$ cat config.mk
export PLATFORM = sky130hd
export DESIGN_NAME = param_serial_fir
export DESIGN_NICKNAME = d
export VERILOG_FILES = /design/src/rtl/param_serial_fir.sv
export SDC_FILE = /design/constraint.sdc
export NUM_CORES = 1
export LEC_CHECK = 0
export ABC_CLOCK_PERIOD_IN_PS = 14010
export CORE_UTILIZATION = 30
export DETAILED_ROUTE_END_ITERATION = 12
export GPL_ROUTABILITY_DRIVEN = 0
export PLACE_DENSITY_LB_ADDON = 0.3
export SETUP_SLACK_MARGIN = 0.02
export SLEW_MARGIN = 20
export SYNTH_ARGS = -nofsm -noshare
export SYNTH_HDL_FRONTEND = slang
export SYNTH_SLANG_ARGS = --single-unit
$ cat constraint.sdc
create_clock -name clk -period 14.01 [get_ports clk]
set_input_delay 2.1015 -clock clk [delete_from_list [all_inputs] [get_ports clk]]
set_output_delay 2.1015 -clock clk [all_outputs]
set_load 0.02 [all_outputs]
$ cat src/rtl/param_serial_fir.sv
`default_nettype none
// ============================================================================
// Module   : param_serial_fir
// Purpose  : Time-multiplexed direct-form FIR filter. One shared multiplier
//            performs one multiply-accumulate per clock over an NTAPS-deep
//            circular sample buffer. Coefficients are written through a
//            simple address/data strobe while the filter is idle.
// Options  : SERIAL_FIR_SAT_EN - when defined, y saturates the accumulator
//            to the signed OUT_W range; otherwise y is the low OUT_W bits.
// Revision : 1.0 - initial release
// ============================================================================
module param_serial_fir #(
    parameter int DATA_W = 8,
    parameter int COEF_W = 8,
    parameter int NTAPS  = 25,
    parameter int OUT_W  = 18
) (
    input  logic                       clk,
    input  logic                       rst,
    input  logic signed [DATA_W-1:0]   x,
    input  logic                       in_valid,
    output logic                       in_ready,
    output logic signed [OUT_W-1:0]    y,
    output logic                       out_valid,
    input  logic                       out_ready,
    input  logic                       coef_we,
    input  logic [$clog2(NTAPS)-1:0]   coef_addr,
    input  logic signed [COEF_W-1:0]   coef_data
);

    localparam int AW     = $clog2(NTAPS);
    localparam int PROD_W = DATA_W + COEF_W;
    // Worst-case sum of NTAPS full-scale products fits in PROD_W + AW bits.
    localparam int ACC_W  = PROD_W + AW;
    localparam logic [AW-1:0] c_LAST = AW'(NTAPS - 1);

    typedef enum logic [1:0] {
        S_IDLE = 2'd0,
        S_MAC  = 2'd1,
        S_DONE = 2'd2
    } state_t;

    state_t                   state_q, state_d;
    logic signed [DATA_W-1:0] sbuf_q [NTAPS];
    logic signed [COEF_W-1:0] coef_q [NTAPS];
    logic [AW-1:0]            wptr_q, wptr_d;
    logic [AW-1:0]            rptr_q, rptr_d;
    logic [AW-1:0]            tap_q,  tap_d;
    logic signed [ACC_W-1:0]  acc_q,  acc_d;

    logic                     w_sample_we;
    logic                     w_coef_we;
    logic                     w_addr_ok;
    logic signed [PROD_W-1:0] w_prod;
    logic signed [OUT_W-1:0]  w_y;

    // Addresses beyond the last tap are silently discarded.
    assign w_addr_ok = ({1'b0, coef_addr} < (AW + 1)'(NTAPS));

    // Single shared multiplier: tap k coefficient times sample x[n-k].
    assign w_prod = coef_q[tap_q] * sbuf_q[rptr_q];

    // Next-state, datapath control and handshake outputs.
    always_comb begin
        state_d     = state_q;
        wptr_d      = wptr_q;
        rptr_d      = rptr_q;
        tap_d       = tap_q;
        acc_d       = acc_q;
        w_sample_we = 1'b0;
        w_coef_we   = 1'b0;
        in_ready    = 1'b0;
        out_valid   = 1'b0;

        case (state_q)
            S_IDLE: begin
                in_ready  = 1'b1;
                w_coef_we = coef_we && w_addr_ok;
                if (in_valid) begin
                    w_sample_we = 1'b1;
                    wptr_d      = (wptr_q == c_LAST) ? '0 : wptr_q + 1'b1;
                    // Newest sample sits at the slot being written now.
                    rptr_d      = wptr_q;
                    tap_d       = '0;
                    acc_d       = '0;
                    state_d     = S_MAC;
                end
            end
            S_MAC: begin
                acc_d  = acc_q + ACC_W'(w_prod);
                tap_d  = tap_q + 1'b1;
                // Walk backwards in time through the circular buffer.
                rptr_d = (rptr_q == '0) ? c_LAST : rptr_q - 1'b1;
                if (tap_q == c_LAST) begin
                    state_d = S_DONE;
                end
            end
            S_DONE: begin
                out_valid = 1'b1;
                if (out_ready) begin
                    state_d = S_IDLE;
                end
            end
            default: begin
                state_d = S_IDLE;
            end
        endcase

        // Handshakes are forced low while reset is held.
        if (rst) begin
            in_ready  = 1'b0;
            out_valid = 1'b0;
        end
    end

    // State register.
    always_ff @(posedge clk) begin
        if (rst) begin
            state_q <= S_IDLE;
        end else begin
            state_q <= state_d;
        end
    end

    // Datapath registers, sample buffer and coefficient store.
    always_ff @(posedge clk) begin
        if (rst) begin
            wptr_q <= '0;
            rptr_q <= '0;
            tap_q  <= '0;
            acc_q  <= '0;
            for (int i = 0; i < NTAPS; i++) begin
                sbuf_q[i] <= '0;
                coef_q[i] <= '0;
            end
        end else begin
            wptr_q <= wptr_d;
            rptr_q <= rptr_d;
            tap_q  <= tap_d;
            acc_q  <= acc_d;
            if (w_sample_we) begin
                sbuf_q[wptr_q] <= x;
            end
            if (w_coef_we) begin
                coef_q[coef_addr] <= coef_data;
            end
        end
    end

    // Output formatting: accumulator reduced to OUT_W bits.
    generate
        if (OUT_W >= ACC_W) begin : g_y_ext
            assign w_y = OUT_W'(acc_q);
        end else begin : g_y_narrow
`ifdef SERIAL_FIR_SAT_EN
            localparam logic signed [ACC_W-1:0] c_SAT_MAX =
                {{(ACC_W - OUT_W + 1){1'b0}}, {(OUT_W - 1){1'b1}}};
            localparam logic signed [ACC_W-1:0] c_SAT_MIN =
                {{(ACC_W - OUT_W + 1){1'b1}}, {(OUT_W - 1){1'b0}}};

            // Clamp to the signed OUT_W range.
            always_comb begin
                if (acc_q > c_SAT_MAX) begin
                    w_y = c_SAT_MAX[OUT_W-1:0];
                end else if (acc_q < c_SAT_MIN) begin
                    w_y = c_SAT_MIN[OUT_W-1:0];
                end else begin
                    w_y = acc_q[OUT_W-1:0];
                end
            end
`else
            assign w_y = acc_q[OUT_W-1:0];
`endif
        end
    endgenerate

    assign y = rst ? '0 : w_y;

endmodule
`default_nettype wire

# Yosys cells after proc, flatten, opt, wreduce, memory -nomap -nowiden
# Memory sizes are Yosys's and may differ from the RTL's. A register that Yosys moved wholly into a read port is not among the register bits.
# Index checks and enable logic that the tools add are counted.
# word_totals
rom_bits	0
memories	2
ff_bits	38
input_bits	26
latchBits	0
mem_bits_rw	400
# op_classes
n_shift	0
mul	1
n_mux	38
bitwise	0
magnitude_cmp	1
n_eq_ne	7
div	0
reduce_logical	9
addsub	4
# mem_list
memory	depth	width	read_ports	rd_clocked_by_memory_dff	wr	line	text
coef_q	25	8	1	1	25	45	logic signed [COEF_W-1:0] coef_q [NTAPS];
sbuf_q	25	8	1	1	25	44	logic signed [DATA_W-1:0] sbuf_q [NTAPS];
# ops
op	count
5-bit 2-to-1 mux	10
21-bit case mux with 2 select lines	1
21-bit by 16-bit adder with 21-bit output	1
21-bit 2-to-1 mux	1
5-bit case mux with 2 select lines	2
18-bit 2-to-1 mux	1
1-bit 2-to-1 mux	17
8-bit by 8-bit multiplier with 16-bit output	1
8-bit 2-to-1 mux	2
8-bit OR reduction	2
5-bit by 1-bit adder with 5-bit output (second input constant)	2
5-bit == test (second input constant)	2
2-bit 2-to-1 mux	3
2-bit != test (second input constant)	3
2-bit case mux with 3 select lines	1
5-bit zero test	1
5-bit < comparator (second input constant)	1
5-bit by 1-bit subtractor with 5-bit output (second input constant)	1
2-bit AND reduction	2
3-bit AND reduction	1
2-bit by 1-bit == test with 1-bit output (second input constant)	1
2-bit == test (second input constant)	1
2-bit zero test	1
2-bit nonzero test	1
1-bit logical AND	1

# Longest topological paths before layout
# Gate-level depths: netlist of run 1.
# depth
depth_word	8
depth_mapped	25
mapped_depth_nobuf	23

# Worst setup path after synthesis of run 1
# OpenSTA, ideal clock, no wires.
# synth_path
kind	reg-to-reg
startpoint	register (tool-made name)
endpoint	register acc_q[15]
period_less_slack_ns	6.724
arrival_time_ns	6.607
setup_ns	0.117
path_buffers	2
slack_ns	7.286
required_time_ns	13.893
path_stages_with_launch	23
path_cell_list	dfxtp_1 clkbuf_1 buf_1 mux4_2 mux4_2 mux2_2 inv_2 nor2_1 inv_2 fa_1 inv_1 fa_1 fa_1 fa_1 fa_1 ha_1 o211ai_1 o21ai_0 o21ai_0 a21oi_1 o21a_1 or3_1 a32o_1
# synth_lines
item	line	text
end signal, assigned	131	acc_q <= '0;
end signal, assigned	140	acc_q <= acc_d;
end, declared	49	logic signed [ACC_W-1:0] acc_q, acc_d;

==> impl_metrics.json, run 1 <==
{
  "status": "finished, final reports clean",
  "drtAntennaViolNets": 0,
  "grt_use_total": 0.1465,
  "holdBufCountCts": 0,
  "drt_iter0_drc": 1244,
  "path_clk_slew_ns": 0.06,
  "place_hpwl_mm": 43.79,
  "post-cts-setup-buffers": 0,
  "endpoint_kind": "flip-flop",
  "place_area_mm2": 0.02964,
  "cp.arrival_ns": 8.44,
  "drtPass1Iterations": 5,
  "die_h_um": 306.1,
  "vdd_drop_max_mv": 0.1002,
  "yosysWarnings": 0,
  "io_pins": 46,
  "regToRegSetupSlack_ns": 6.06,
  "tns_ns": 0,
  "setup-violations-final": 0,
  "ys_types": 51,
  "p_per_area_mw_per_mm2": 155.8,
  "clock.fmax_mhz": 125.8,
  "p_leak_nw": 11.55,
  "cts.repair.resized": 0,
  "worst_skew_pair.late_latency_ns": 0.60,
  "routedWlPerCell_um": 21.08,
  "vias": 15100,
  "grt_pass1_vias": 16270,
  "routed_wl_mm": 66.81,
  "period_share": 0.5673,
  "place_ws_ns": 5.967,
  "die_x_um": 306.1,
  "synth_simple_gate_area_share": 0.1421,
  "io_buffers": 45,
  "synthAdderAreaFrac": 0.07980,
  "core_area_mm2": 0.09166,
  "critPathCapture": "acc_q[15]",
  "overflow": 0,
  "rsz0062_at_grt": "no",
  "placement_rows": 111,
  "antenna_found_initial": 0,
  "grt_pass1_wl_mm": 103.2,
  "synth-seq-cells": 557,
  "die_area_mm2": 0.09372,
  "crit_required_ns": 14.50,
  "post-route-util": 0.3461,
  "grt_max_degree": 65,
  "clk_path_buf_depth": 3,
  "maxSlewViolCount": 0,
  "max_cap_viol_count": 0,
  "worstRegToRegCells": 21,
  "fin_nets": 2088,
  "hold_viol": 0,
  "synth_compound_area_frac": 0.01555,
  "hold_class": "reg -> reg",
  "final_cell_mix": "512 x edfxtp_1, 403 x and2_1, 160 x mux4_2",
  "syn2layout_area_growth_pct": 14.32,
  "start_util": 0.3028,
  "synth.avg_cell_area_um2": 15.12,
  "final_area_mm2": 0.03173,
  "worstPathMaxFanout": 33,
  "setup_ws_ns": 6.062,
  "period_needed_ns": 7.948,
  "synth_mux_area_frac": 0.1406,
  "synth_ff_type": "edfxtp_1",
  "num_antenna_cells": 0,
  "final_common_cell": "edfxtp_1",
  "cts_buffers": 66,
  "nFillCells": 8775,
  "fin_skew_ns": 0.02031,
  "cts-htree-levels": 3,
  "critPathKind": "reg -> reg",
  "cts_tree": "done",
  "start_kind": "flip-flop",
  "synth_cells": 1835,
  "synth_area_mm2": 0.02775,
  "synth-xor-area-share": 0.006628,
  "synth_edf_count": 512,
  "synthArstFlopShare": 0,
  "ys_seq_area_frac": 0.5865,
  "placed_cells": 3051,
  "drc": 0,
  "slew-limit-headroom": 0.2658,
  "synth_top_family_by_area": "simple AND/OR/NAND/NOR gates",
  "clock_sinks": 557,
  "worstReg2RegEnd": "acc_q[15]",
  "vias_per_cell": 4.762,
  "worst_pin_slew_ns": 1.098,
  "finalNonFillerCells": 3170,
  "ctsRootBufferMaster": "clkbuf_16",
  "drive_gt1_frac": 0.1830
}
flip-flops by register name, summed over array words and instances, names as in the netlist, named ones only:
signal	flops
rptr_q	5
sbuf_q	256
state_q	2
acc_q	18
tap_q	5
coef_q	256
wptr_q	5
synthesized netlist by cell type (3+ instances only):
| cell type | instances | area share |
|---|---|---|
| nand3b_1 | 8 | 0.0022 |
| or2_2 | 52 | 0.012 |
| o21ai_0 | 24 | 0.0043 |
| mux2i_4 | 9 | 0.0073 |
| mux4_2 | 160 | 0.13 |
| buf_1 | 10 | 0.0014 |
| nor2_1 | 121 | 0.016 |
| buf_2 | 3 | 0.00054 |
| mux2_2 | 4 | 0.0016 |
| ha_1 | 49 | 0.022 |
| clkbuf_1 | 65 | 0.0088 |
| inv_1 | 95 | 0.013 |
| nor2b_1 | 23 | 0.0052 |
| mux2i_2 | 3 | 0.0015 |
| o31ai_1 | 3 | 0.00081 |
| o21a_1 | 3 | 0.00081 |
| fa_1 | 80 | 0.058 |
| or2_1 | 6 | 0.0014 |
| dfxtp_1 | 45 | 0.032 |
| xor2_1 | 10 | 0.0032 |
| nand3_1 | 8 | 0.0014 |
| nand2b_1 | 14 | 0.0032 |
| buf_4 | 5 | 0.0014 |
| and2_1 | 403 | 0.091 |
| a211oi_1 | 3 | 0.00081 |
| nand4_1 | 4 | 0.00090 |
| buf_6 | 8 | 0.0032 |
| or3_1 | 5 | 0.0011 |
| inv_2 | 4 | 0.00054 |
| or3b_2 | 4 | 0.0013 |
| edfxtp_1 | 512 | 0.55 |
| a21oi_1 | 16 | 0.0029 |
| a22o_1 | 7 | 0.0022 |
| xnor2_1 | 11 | 0.0035 |
| nor3_1 | 5 | 0.00090 |
| nand2_1 | 35 | 0.0047 |
where the power goes:
| part | internal (mW) | switching, mW |
|---|---|---|
| clock | 0.987 | 0.699 |
| sequential | 1.89 | 0.0477 |
| combinational | 0.594 | 0.730 |
| total | 3.47 | 1.48 |
through the flow:
stage / hold WS, ns / power, mW
floorplan: 0.4250 / 2.959
global placement: 0.4444 / 3.297
detailed placement: 0.4428 / 3.313
CTS: 0.4572 / 5.015
global route: 0.4667 / 5.255
finish: 0.4571 / 4.944
worst max-delay path, stage by stage (launching register included):
cell and delay [ns]:
dfxtp_4 0.85, buf_4 0.66, mux4_2 0.62, mux4_2 0.53
mux2i_4 0.35, nor2_1 0.09, buf_4 0.22, inv_2 0.07
fa_1 0.40, inv_1 0.08, fa_1 0.44, fa_1 0.56
fa_1 0.43, fa_1 0.48, ha_1 0.33, o211ai_1 0.11
o21ai_0 0.21, o21ai_0 0.39, a21oi_1 0.20, o21a_1 0.21
or3_1 0.30, a32o_1 0.25
logic make-up after synthesis:
group | count (synthesis)
AND/OR/NAND/NOR | 691
flip-flops | 557
buffers and inverters | 190
multiplexers | 177
adder cells (fa/ha/maj) | 129
AO/OA/AOI/OAI | 69
XOR/XNOR | 21
other | 1
metal layers:
layer,vias up,share of wire,global-route usage
met1,7911,0.45,0.1977
li1,6758,-,-
met3,106,0.037,0.02150
met2,321,0.49,0.2458
met4,0,0.022,0.04012
met5,-,0,0
worst min-delay path by stage:
stage / depth (start not counted) / to / from / slack [ns]
6_report: 2 / acc_q[6] / acc_q[6] / 0.46
5_1_grt: 2 / acc_q[6] / acc_q[6] / 0.47
4_1_cts: 2 / acc_q[6] / acc_q[6] / 0.46
3_5_place_dp: 2 / acc_q[6] / acc_q[6] / 0.44
3_3_place_gp: 2 / acc_q[5] / acc_q[5] / 0.44
2_1_floorplan: 2 / acc_q[5] / acc_q[5] / 0.43
final cells by class:
class / instances / area (µm²) / share of cell area
Clock buffer: 85 / 1797 / 0.05663
Clock inverter: 34 / 305.3 / 0.009623
Inverter: 99 / 371.6 / 0.01171
Multi-Input combinational cell: 1143 / 10900 / 0.3435
Sequential cell: 557 / 16290 / 0.5133
Timing Repair Buffer: 66 / 585.6 / 0.01846
Tap cell: 1186 / 1484 / 0.04677
No activity file was read; power rests on OpenSTA's default activity.
==> inputs of run 2 (changes only) <==
ABC_CLOCK_PERIOD_IN_PS = 8300   (was 14010)
clock period = 8.3 ns   (was 14.01 ns; I/O delays follow)
==> run 2 against run 1 <==
Power up 64%. Register-to-register slack worse by 5.0 ns. Hold slack worse by 0.0018 ns. Critical endpoint unchanged. Largest power group unchanged.
==> impl_metrics.json, run 2 (same netlist as run 1, synthesis figures left out) <==
{
  "post-cts-setup-buffers": 0,
  "start_util": 0.3028,
  "p_int_mw": 5.683,
  "max_stage_delay_ns": 0.60,
  "num_antenna_cells": 0,
  "grt_max_degree": 65,
  "drtPass1Iterations": 5,
  "place_hpwl_mm": 44.82,
  "hold_viol": 0,
  "drt_iter0_drc": 1101,
  "cp_slowest_cell": "dfxtp_4",
  "routed_wl_mm": 65.43,
  "path_clk_slew_ns": 0.06,
  "power_frac_comb": 0.280,
  "total_power_mw": 8.117,
  "min_from": "acc_q[7]",
  "drive_gt1_frac": 0.1805,
  "cpMostUsedCell": "fa_1",
  "drc": 0,
  "cp.arrival_ns": 7.79,
  "grt_pass1_wl_mm": 99.53,
  "cts_tree": "done",
  "die_h_um": 306.1,
  "placement_rows": 111,
  "ctsRootBufferMaster": "clkbuf_16",
  "tns_ns": 0,
  "io_pins": 46,
  "max_cap_viol_count": 0,
  "reg_top3": "coef_q: 256 flops, sbuf_q: 256 flops, acc_q: 18 flops",
  "slew-limit-headroom": 0.3088,
  "start_kind": "flip-flop",
  "endpoint_kind": "flip-flop",
  "worstPathMaxFanout": 19,
  "cts-htree-levels": 2,
  "worstReg2RegEnd": "acc_q[15]",
  "drtAntennaViolNets": 0,
  "io_buffers": 45,
  "status": "finished, final reports clean",
  "crit_family": "adder cells",
  "syn2layout_area_growth_pct": 13.97,
  "p_leak_nw": 11.49,
  "setup-violations-final": 0,
  "crit_buf_inv": 4,
  "final_area_mm2": 0.03163,
  "holdBufCountCts": 0,
  "fin_nets": 2091,
  "fin_skew_ns": 0.04089,
  "hold_class": "reg -> reg",
  "rsz0062_at_grt": "no",
  "antenna_found_initial": 1,
  "p_sw_mw": 2.433,
  "hold_end": "acc_q[7]",
  "post-route-util": 0.3451,
  "seq_power_share": 0.402,
  "period_share": 0.8768,
  "worstRegToRegCells": 21,
  "grt_use_total": 0.1414,
  "crit_required_ns": 8.81,
  "die_area_mm2": 0.09372,
  "grt_pass1_vias": 15870,
  "period_needed_ns": 7.277,
  "clock.fmax_mhz": 137.4,
  "cts.repair.resized": 0,
  "place_area_mm2": 0.02974,
  "path_cells": "buf_4 > mux4_2 > mux4_2 > mux2i_4 > nor2_1 > buf_4 > inv_2 > fa_1 > inv_1 > fa_1 > fa_1 > fa_1 > fa_1 > ha_1 > o211ai_1 > o21ai_0 > o21ai_0 > a21oi_1 > o21a_1 > or3_1 > a32o_1",
  "core_area_mm2": 0.09166,
  "overflow": 0,
  "regToRegSetupSlack_ns": 1.02,
  "cts_buffers": 61,
  "hold_depth": 2,
  "vdd_drop_max_mv": 0.1863,
  "maxSlewViolCount": 0,
  "clk_path_buf_depth": 3,
  "clock_sinks": 557,
  "p_per_area_mw_per_mm2": 256.6,
  "power_switching_share": 0.2998,
  "critPathKind": "reg -> reg",
  "die_x_um": 306.1,
  "final_common_cell": "edfxtp_1",
  "p_clk_frac": 0.319,
  "worst_skew_pair.late_latency_ns": 0.62,
  "final_cell_mix": "512 x edfxtp_1, 403 x and2_1, 160 x mux4_2",
  "nFillCells": 8761,
  "vias_per_cell": 4.665,
  "worst_pin_slew_ns": 1.033,
  "whs_ns": 0.4553,
  "routedWlPerCell_um": 20.65,
  "vias": 14780
}
run 2: worst register-to-register path, delay by kind of cell (launching register included):
family          cells  cell delay, ns
compound gates      6            1.38
fa+ha+maj           6            2.64
buf+inv             4            0.75
flops               1            0.60
mux                 3            1.40
simple gates        2            0.40
run 2: area by class of cell:
class,instances,area [µm²],area share
multi-input combinational,1143,10900,0.3446
clock buffer,78,1642,0.05190
clock inverter,32,247.7,0.007833
sequential,557,16290,0.5149
tap,1186,1484,0.04692
inverter,99,371.6,0.01175
timing repair buffer,74,700.7,0.02215
run 2: worst max path at each step:
stage                     startpoint         to  slack (ns)  depth (start not counted)
after floorplan            flip-flop  acc_q[15]        1.58                         22
after global placement     flip-flop  acc_q[15]        1.12                         21
after detailed placement   flip-flop  acc_q[15]        1.01                         21
after CTS                  flip-flop  acc_q[15]         1.0                         21
after global routing       flip-flop  acc_q[15]        0.59                         21
final                      flip-flop  acc_q[15]        1.02                         21
run 2: power by group through the flow:
stage / sequential, mW / clock [mW] / combinational, mW
CTS: 3.26 / 2.64 / 2.32
detailed placement: 3.32 / 0 / 2.29
global route: 3.27 / 2.75 / 2.60
global placement: 3.32 / 0 / 2.27
finish: 3.26 / 2.59 / 2.27
floorplan: 3.27 / 0 / 1.73
run 2: stage by stage:
stage	worst slack (ns)	instances
2_1_floorplan	1.576	1890
3_3_place_gp	1.117	3059
3_5_place_dp	1.007	3059
4_1_cts	0.9992	3169
5_1_grt	0.5947	3169
6_report	1.023	3169
run 2: routing by layer:
| layer | global-route usage | wire length [µm] | vias to the layer above |
|---|---|---|---|
| met5 | 0 | 0 | - |
| met4 | 0.03349 | 1294 | 0 |
| met3 | 0.02689 | 3235 | 75 |
| met2 | 0.2441 | 32690 | 328 |
| met1 | 0.1829 | 28220 | 7616 |
| li1 | - | - | 6763 |
==> inputs of run 3 (changes only) <==
CORE_MARGIN = 1   (was not set)
==> results of run 3 <==
Same layout as run 2: the final DEF is identical, and so are final timing and power.
